<file path="config.mk">
export PLATFORM = sky130hd
export DESIGN_NAME = round_scheduler
export DESIGN_NICKNAME = d
export VERILOG_FILES = /design/src/rtl/round_scheduler.sv
export SDC_FILE = /design/constraint.sdc
export NUM_CORES = 1
export LEC_CHECK = 0
export CAP_MARGIN = 20
export CORE_ASPECT_RATIO = 0.7
export CORE_UTILIZATION = 35
export CTS_CLUSTER_SIZE = 28
export DETAILED_ROUTE_END_ITERATION = 7
export PLACE_DENSITY = 0.64
export SYNTH_ARGS = -nofsm -noshare
export SYNTH_HDL_FRONTEND = slang
export SYNTH_SLANG_ARGS = --single-unit
export TNS_END_PERCENT = 5
</file>
<file path="constraint.sdc">
create_clock -name clk -period 2.3 [get_ports clk]
set_input_delay 0.23 -clock clk [delete_from_list [all_inputs] [get_ports clk]]
set_output_delay 0.23 -clock clk [all_outputs]
set_load 0.02 [all_outputs]
</file>
<file path="src/rtl/round_scheduler.sv">
// round_scheduler: round-robin sharing of one iterative cipher round datapath between two requesters (optional ABORT_EN adds abort/aborted)
module round_scheduler #(
  parameter int ROUNDS = 17,
  parameter int CNT_W  = 5
) (
  input  logic             clk,
  input  logic             rst,
  input  logic             req0_valid,
  output logic             req0_ready,
  input  logic             req1_valid,
  output logic             req1_ready,
  output logic             dp_load,
  output logic             dp_round_en,
  output logic [CNT_W-1:0] dp_round,
  output logic             dp_last,
  output logic             grant_id,
  output logic             busy,
  output logic             done_valid,
  output logic             done_id,
  input  logic             done_ready
`ifdef ABORT_EN
  ,
  input  logic             abort,
  output logic             aborted
`endif
);
  typedef enum logic [1:0] {IDLE, LOAD, RUN, DONE} state_t;
  localparam logic [CNT_W-1:0] LAST = CNT_W'(ROUNDS - 1);
  state_t state_q, state_d;
  logic [CNT_W-1:0] cnt_q, cnt_d;
  logic rr_q, rr_d, gid_q, gid_d;
`ifdef ABORT_EN
  logic abt_q, abt_d;
`endif
  // Arbitration, job sequencing and round counter next-state
  always_comb begin
    req0_ready = state_q == IDLE && req0_valid && (!req1_valid || !rr_q);
    req1_ready = state_q == IDLE && req1_valid && (!req0_valid || rr_q);
    state_d = state_q;
    cnt_d = cnt_q;
    rr_d = rr_q;
    gid_d = gid_q;
    case (state_q)
      IDLE: if (req0_ready || req1_ready) begin
        state_d = LOAD;
        cnt_d = '0;
        gid_d = req1_ready;
        rr_d = ~req1_ready;
      end
      LOAD: state_d = RUN;
      RUN: if (cnt_q == LAST) state_d = DONE; else cnt_d = cnt_q + CNT_W'(1);
      DONE: if (done_ready) state_d = IDLE;
      default: state_d = IDLE;
    endcase
`ifdef ABORT_EN
    abt_d = abort && (state_q == LOAD || state_q == RUN);
    if (abt_d) begin
      state_d = IDLE;
      cnt_d = '0;
    end
`endif
  end
  // State, counter, round-robin pointer and owner registers
  always_ff @(posedge clk or posedge rst) begin
    if (rst) begin
      state_q <= IDLE;
      cnt_q <= '0;
      rr_q <= 1'b0;
      gid_q <= 1'b0;
    end else begin
      state_q <= state_d;
      cnt_q <= cnt_d;
      rr_q <= rr_d;
      gid_q <= gid_d;
    end
  end
`ifdef ABORT_EN
  // One-cycle pulse following an accepted abort
  always_ff @(posedge clk or posedge rst) begin
    if (rst) abt_q <= 1'b0;
    else abt_q <= abt_d;
  end
  assign aborted = abt_q;
`endif
  assign dp_load     = state_q == LOAD;
  assign dp_round_en = state_q == RUN;
  assign dp_round    = state_q == RUN ? cnt_q : '0;
  assign dp_last     = state_q == RUN && cnt_q == LAST;
  assign busy        = state_q != IDLE;
  assign done_valid  = state_q == DONE;
  assign done_id     = state_q == DONE && gid_q;
  assign grant_id    = gid_q;
endmodule

</file>
==> flow_metrics.env, run 1 <==
export IMPL_vias=595
export IMPL_postCtsSetupBuffers=0
export IMPL_hp_class="primary input to asynchronous set/reset pin"
export IMPL_fin_crit_sh=0.974
export IMPL_worst_path_buf_inv=3
export IMPL_n_fill_cell=162
export IMPL_synth_top_cell_by_area="dfrtp_1"
export IMPL_ant_nets=0
export IMPL_gp_congestion=0.779
export IMPL_grt_pass1_wl_mm=2.33
export IMPL_cap_violations=0
export IMPL_drc_errors=0
export IMPL_r2r_start="state_q[0]"
export IMPL_ys_seq_area_frac=0.346
export IMPL_layout_common_cells="clkdlybuf4s50_1, inv_1, nand2_1, dfrtp_1, o21ai_0"
export IMPL_cp_slowest_stage_delay_ns=0.61
export IMPL_end_kind="primary output"
export IMPL_crit_fanout=10
export IMPL_final_common_cell="clkdlybuf4s50_1"
export IMPL_synth_fp_nets=84
export IMPL_die_area_um2=2040
export IMPL_worstSetupPathType="flop to primary output"
export IMPL_ys_ff_latch=9
export IMPL_cts_sinks=9
export IMPL_path_clk_slew_ns=0.06
export IMPL_cts_buffer_depth=2
export IMPL_grt_util_met1=0.243
export IMPL_synth_area_um2=651
export IMPL_synth_top_area_frac=0.346
export IMPL_holdWs_ns=0.232
export IMPL_seq_area_um2=225
export IMPL_grt_pass1_vias=506
export IMPL_grt_util_met2=0.216
export IMPL_wl_per_cell_um=12.2
export IMPL_reg2reg_to="state_q[1]"
export IMPL_hpwl_mm=1.06
export IMPL_worst_path_most_repeated_cell="inv_1"
export IMPL_numCtsBuffers=3
export IMPL_synthToLayoutAreaGrowth_pct=36.2
export IMPL_clk_latency_ns=0.26
export IMPL_grt_usage=0.168
export IMPL_leakagePower_nw=0.404
export IMPL_reg2reg_slack_ns=0.54
export IMPL_syn_inst=72
export IMPL_status="complete, no violations"
export IMPL_met3_usage=0.0794
export IMPL_ys_warn_count=0
export IMPL_start_util=0.390
export IMPL_max_clock_freq_mhz=446
export IMPL_diodes=0
export IMPL_gr_total_overflow=0
export IMPL_tightest_slew_ns=0.395
export IMPL_drive_gt1_frac=0.118
export IMPL_drt_initial_drc_count=19
export IMPL_finalHoldViolations=0
export IMPL_antenna_found_initial=0
export IMPL_grt_busiest_layer="met1"
export IMPL_placed_area_um2=852
export IMPL_fin_area_um2=886
export IMPL_grt_setup_unrepaired="yes"
export IMPL_clock_skew_ns=0.00458
export IMPL_root_buffer="clkbuf_4"
export IMPL_cp_arrival_ns=2.01
export IMPL_cts_tree="built"
export IMPL_syn_area_per_cell_um2=9.04
export IMPL_h_tree_depth=1
export IMPL_multi_input_area_um2=388
export IMPL_powerDensity_nw_per_um2=1180
export IMPL_rows=12
export IMPL_slowest_stage="clkdlybuf4s50_1"
export IMPL_cp_cell_sequence="inv_1 -> ha_2 -> inv_1 -> nor2_1 -> clkdlybuf4s50_1"
export IMPL_port_buffers=18
export IMPL_vias_per_cell=5.22
export IMPL_core_area_um2=1670
export IMPL_drt_wl_total_mm=1.39
export IMPL_synth_cell_types=21
export IMPL_ctsHoldBuffers=0
export IMPL_die_x_um=53.5
export IMPL_critPathTopFamily="buffers and inverters"
export IMPL_ios=19
export IMPL_synth_area_leaders="dfrtp_1, ha_1, inv_1"
export IMPL_worst_r2r_path_depth=5
export IMPL_finalCriticalPeriod_ns=2.24
export IMPL_finalMaxSlewViolations=0
export IMPL_grt_max_degree=11
export IMPL_slew_headroom=0.736
export IMPL_critPathLaunchType="flop"
export IMPL_nNetsFinal=106
export IMPL_finalSetupViolCount=0
export IMPL_dr_pass1_iters=4
export IMPL_required_ns=2.07
export IMPL_die_y_um=38.1
export IMPL_vdd_ir_drop_max_v=0.000638
==> kinds of logic after synthesis <==
logic type / count (synthesis) / share of synthesized area
DFF: 9 / 0.346
AOI/OAI and AO/OA: 15 / 0.163
buffers and inverters: 11 / 0.0654
and+or+nand+nor: 29 / 0.267
muxes: 1 / 0.0231
adders and majority gates: 7 / 0.135
==> metal layers <==
layer | part of all wire | vias up
li1 | - | 294
met1 | 0.52 | 283
met2 | 0.41 | 15
met3 | 0.065 | 3
met4 | 0.0043 | 0
met5 | 0 | -
==> state kept, by name, indices dropped and copies added (netlist names) <==
| signal | count |
|---|---|
| cnt_q | 5 |
| grant_id | 1 |
| state_q | 2 |
| rr_q | 1 |
==> metrics by stage <==
step	util	worst slack, ns	std cells	power, W	TNS (ns)
floorplan	-	0.575	72	0.000698	0
global placement	0.511	0.321	110	0.000914	0
detailed placement	0.511	0.260	110	0.000916	0
CTS	0.529	0.0355	114	0.00105	0
global route	0.532	-0.0489	114	0.00114	-0.0816
finish	0.532	0.0602	114	0.00104	0
==> how the worst max path moves through the flow <==
stage                from          end  slack [ns]  depth (start not counted)
6_report       state_q[0]      dp_last        0.06                          5
5_1_grt        state_q[0]  dp_round[1]       -0.05                          5
4_1_cts        state_q[0]   req0_ready        0.04                          5
3_5_place_dp   state_q[0]      dp_last        0.26                          5
3_3_place_gp   state_q[0]      dp_last        0.32                          5
2_1_floorplan  state_q[0]     cnt_q[4]        0.57                          6
==> synthesized netlist by cell type <==
| cell type | count |
|---|---|
| a21oi_1 | 3 |
| and2_1 | 4 |
| and4bb_4 | 1 |
| buf_2 | 1 |
| dfrtp_1 | 9 |
| ha_1 | 7 |
| inv_1 | 10 |
| mux2_4 | 1 |
| nand2_1 | 9 |
| nand3_1 | 4 |
| nand4_1 | 1 |
| nand4bb_1 | 1 |
| nor2_1 | 4 |
| nor3b_2 | 1 |
| o211ai_1 | 1 |
| o21ai_0 | 7 |
| o221a_4 | 1 |
| o311ai_0 | 2 |
| o32a_2 | 1 |
| or3b_4 | 1 |
| or4_1 | 3 |
==> power breakdown <==
group | internal [W] | switching, W
registers | 0.000219 | 0.0000608
clock network | 0.0000668 | 0.0000542
logic | 0.000308 | 0.000334
==> layout make-up <==
class / count / share of cell area
clock buffers: 4 / 0.0297
inverters: 10 / 0.0424
multi-input cells: 52 / 0.438
flip-flops and latches: 9 / 0.254
well taps: 21 / 0.0297
repair buffers: 18 / 0.206
==> what timing repair did <==
action                                  CTS  global route
endpoints found under the setup margin    2             4
pin swaps                                 0             0
endpoints found under the hold margin     0             0
gates resized for setup                   1             2
No activity file was read; power rests on OpenSTA's default activity.
==> run 2: changes to the inputs <==
- PLACE_DENSITY: 0.64 -> default
==> run 2 against run 1 <==
Cell area rose by 0.28%. Combinational power barely moved. Global-route usage grew 1.3 points. Critical path depth unchanged. Clock power up 6%. Sequential power about the same. Flip-flop and latch count did not move. Worst setup slack improved by 0.077 ns. Critical path type unchanged. Highest routed layer unchanged.
==> flow_metrics.env, run 2 (synthesized netlist as in run 1, its figures left out) <==
export IMPL_antenna_found_initial=0
export IMPL_p_int_w=0.000597
export IMPL_regMostFlops="cnt_q"
export IMPL_critPathTopFamily="buffers and inverters"
export IMPL_post_route_util=0.533
export IMPL_reg2reg_to="state_q[1]"
export IMPL_ant_nets=0
export IMPL_powerDensity_nw_per_um2=1180
export IMPL_hp_class="primary input to asynchronous set/reset pin"
export IMPL_drc_errors=0
export IMPL_largest_reg_flops=5
export IMPL_cts_tree="built"
export IMPL_startpoint="state_q[1]"
export IMPL_nNetsFinal=106
export IMPL_pwr_share_seq=0.265
export IMPL_drive_gt1_frac=0.118
export IMPL_p_sw_w=0.000455
export IMPL_setup_tns_ns=0
export IMPL_path_clk_slew_ns=0.06
export IMPL_drt_initial_drc_count=9
export IMPL_worst_path_buf_inv=2
export IMPL_reg2reg_slack_ns=0.54
export IMPL_numCtsBuffers=3
export IMPL_slew_headroom=0.726
export IMPL_layout_common_cells="clkdlybuf4s50_1, inv_1, nand2_1, dfrtp_1, o21ai_0"
export IMPL_required_ns=2.07
export IMPL_dr_pass1_iters=4
export IMPL_die_y_um=38.1
export IMPL_cts_buffer_depth=2
export IMPL_drt_wl_total_mm=1.47
export IMPL_p_clk_frac=0.121
export IMPL_root_buffer="clkbuf_4"
export IMPL_h_tree_depth=1
export IMPL_r2r_start="state_q[1]"
export IMPL_core_area_um2=1670
export IMPL_critPathLaunchType="flop"
export IMPL_cts_sinks=9
export IMPL_grt_pass1_vias=558
export IMPL_slowest_stage="clkdlybuf4s50_1"
export IMPL_finalMaxSlewViolations=0
export IMPL_port_buffers=18
export IMPL_cap_violations=0
export IMPL_end_kind="primary output"
export IMPL_leakagePower_nw=0.423
export IMPL_crit_path_end="req0_ready"
export IMPL_tightest_slew_ns=0.410
export IMPL_p_sw_frac=0.433
export IMPL_ctsHoldBuffers=0
export IMPL_clk_latency_ns=0.26
export IMPL_worstSetupPathType="flop to primary output"
export IMPL_grt_usage=0.181
export IMPL_multi_input_area_um2=388
export IMPL_hpwl_mm=1.15
export IMPL_p_comb_frac=0.614
export IMPL_cp_depth=5
export IMPL_cp_arrival_ns=1.93
export IMPL_rows=12
export IMPL_synthToLayoutAreaGrowth_pct=36.5
export IMPL_finalHoldViolations=0
export IMPL_grt_setup_unrepaired="no"
export IMPL_grt_pass1_wl_mm=2.48
export IMPL_max_clock_freq_mhz=462
export IMPL_seq_area_um2=225
export IMPL_finalCriticalPeriod_ns=2.16
export IMPL_reg_largest_list="cnt_q (5), state_q (2)"
export IMPL_n_fill_cell=159
export IMPL_crit_fanout=7
export IMPL_die_area_um2=2040
export IMPL_wl_per_cell_um=12.9
export IMPL_grt_max_degree=11
export IMPL_worst_r2r_path_depth=5
export IMPL_gp_congestion=0.825
export IMPL_vias=593
export IMPL_status="complete, no violations"
export IMPL_ios=19
export IMPL_clock_skew_ns=0.000830
export IMPL_cp_cell_sequence="inv_1 -> ha_2 -> nand2_1 -> a21oi_1 -> clkdlybuf4s50_1"
export IMPL_diodes=0
export IMPL_start_util=0.390
export IMPL_fin_crit_sh=0.940
export IMPL_final_common_cell="clkdlybuf4s50_1"
export IMPL_total_power_w=0.00105
export IMPL_finalSetupViolCount=0
export IMPL_cp_slowest_stage_delay_ns=0.63
export IMPL_vias_per_cell=5.20
export IMPL_vdd_ir_drop_max_v=0.000678
export IMPL_die_x_um=53.5
export IMPL_postCtsSetupBuffers=0
export IMPL_gr_total_overflow=0
## run 2: layout make-up
cell class / count / area share
Multi-Input combinational cell: 52 / 0.437
Tap cell: 21 / 0.0296
Clock buffer: 4 / 0.0296
Timing Repair Buffer: 18 / 0.208
Inverter: 10 / 0.0423
Sequential cell: 9 / 0.254
## run 2: power groups by stage
stage	Sequential (W)	Combinational (W)	Clock (W)
finish	0.000278	0.000645	0.000128
global route	0.000287	0.000710	0.000143
CTS	0.000278	0.000651	0.000135
detailed placement	0.000281	0.000642	0
global placement	0.000279	0.000636	0
floorplan	0.000278	0.000420	0
## run 2: how the worst min path moves through the flow
stage | end | slack (ns) | depth (start not counted)
global placement | grant_id | 0.51 | 2
global route | cnt_q[4] | 0.27 | 2
finish | state_q[1] | 0.23 | 2
detailed placement | rr_q | 0.51 | 1
CTS | cnt_q[2] | 0.24 | 2
floorplan | cnt_q[0] | 0.06 | 1
## run 2: through the flow
stage / std cells / worst slack (ns) / hold slack [ns] / cell area, um2
final: 114 / 0.138 / 0.226 / 888
after global routing: 114 / 0.0126 / 0.269 / 888
after CTS: 114 / 0.0405 / 0.237 / 881
after detailed placement: 110 / 0.277 / 0.511 / 852
after global placement: 110 / 0.321 / 0.506 / 852
after floorplan: 72 / 0.575 / 0.0579 / 651
## run 2: per-layer routing
metal,part of all wire,GRT usage
met5,0,0
met4,0.0082,0.0592
met3,0.064,0.0873
met2,0.42,0.269
met1,0.51,0.228
## run 2: repair_timing
item                       in CTS  in global routing
resized for setup               1                  3
setup endpoints to repair       2                  4
gates cloned                    0                  0
==> run 3: changes to the inputs <==
- ABC_CLOCK_PERIOD_IN_PS: default -> 2300
==> results of run 3 <==
No change in the layout: final DEF, timing and power equal those of run 2.
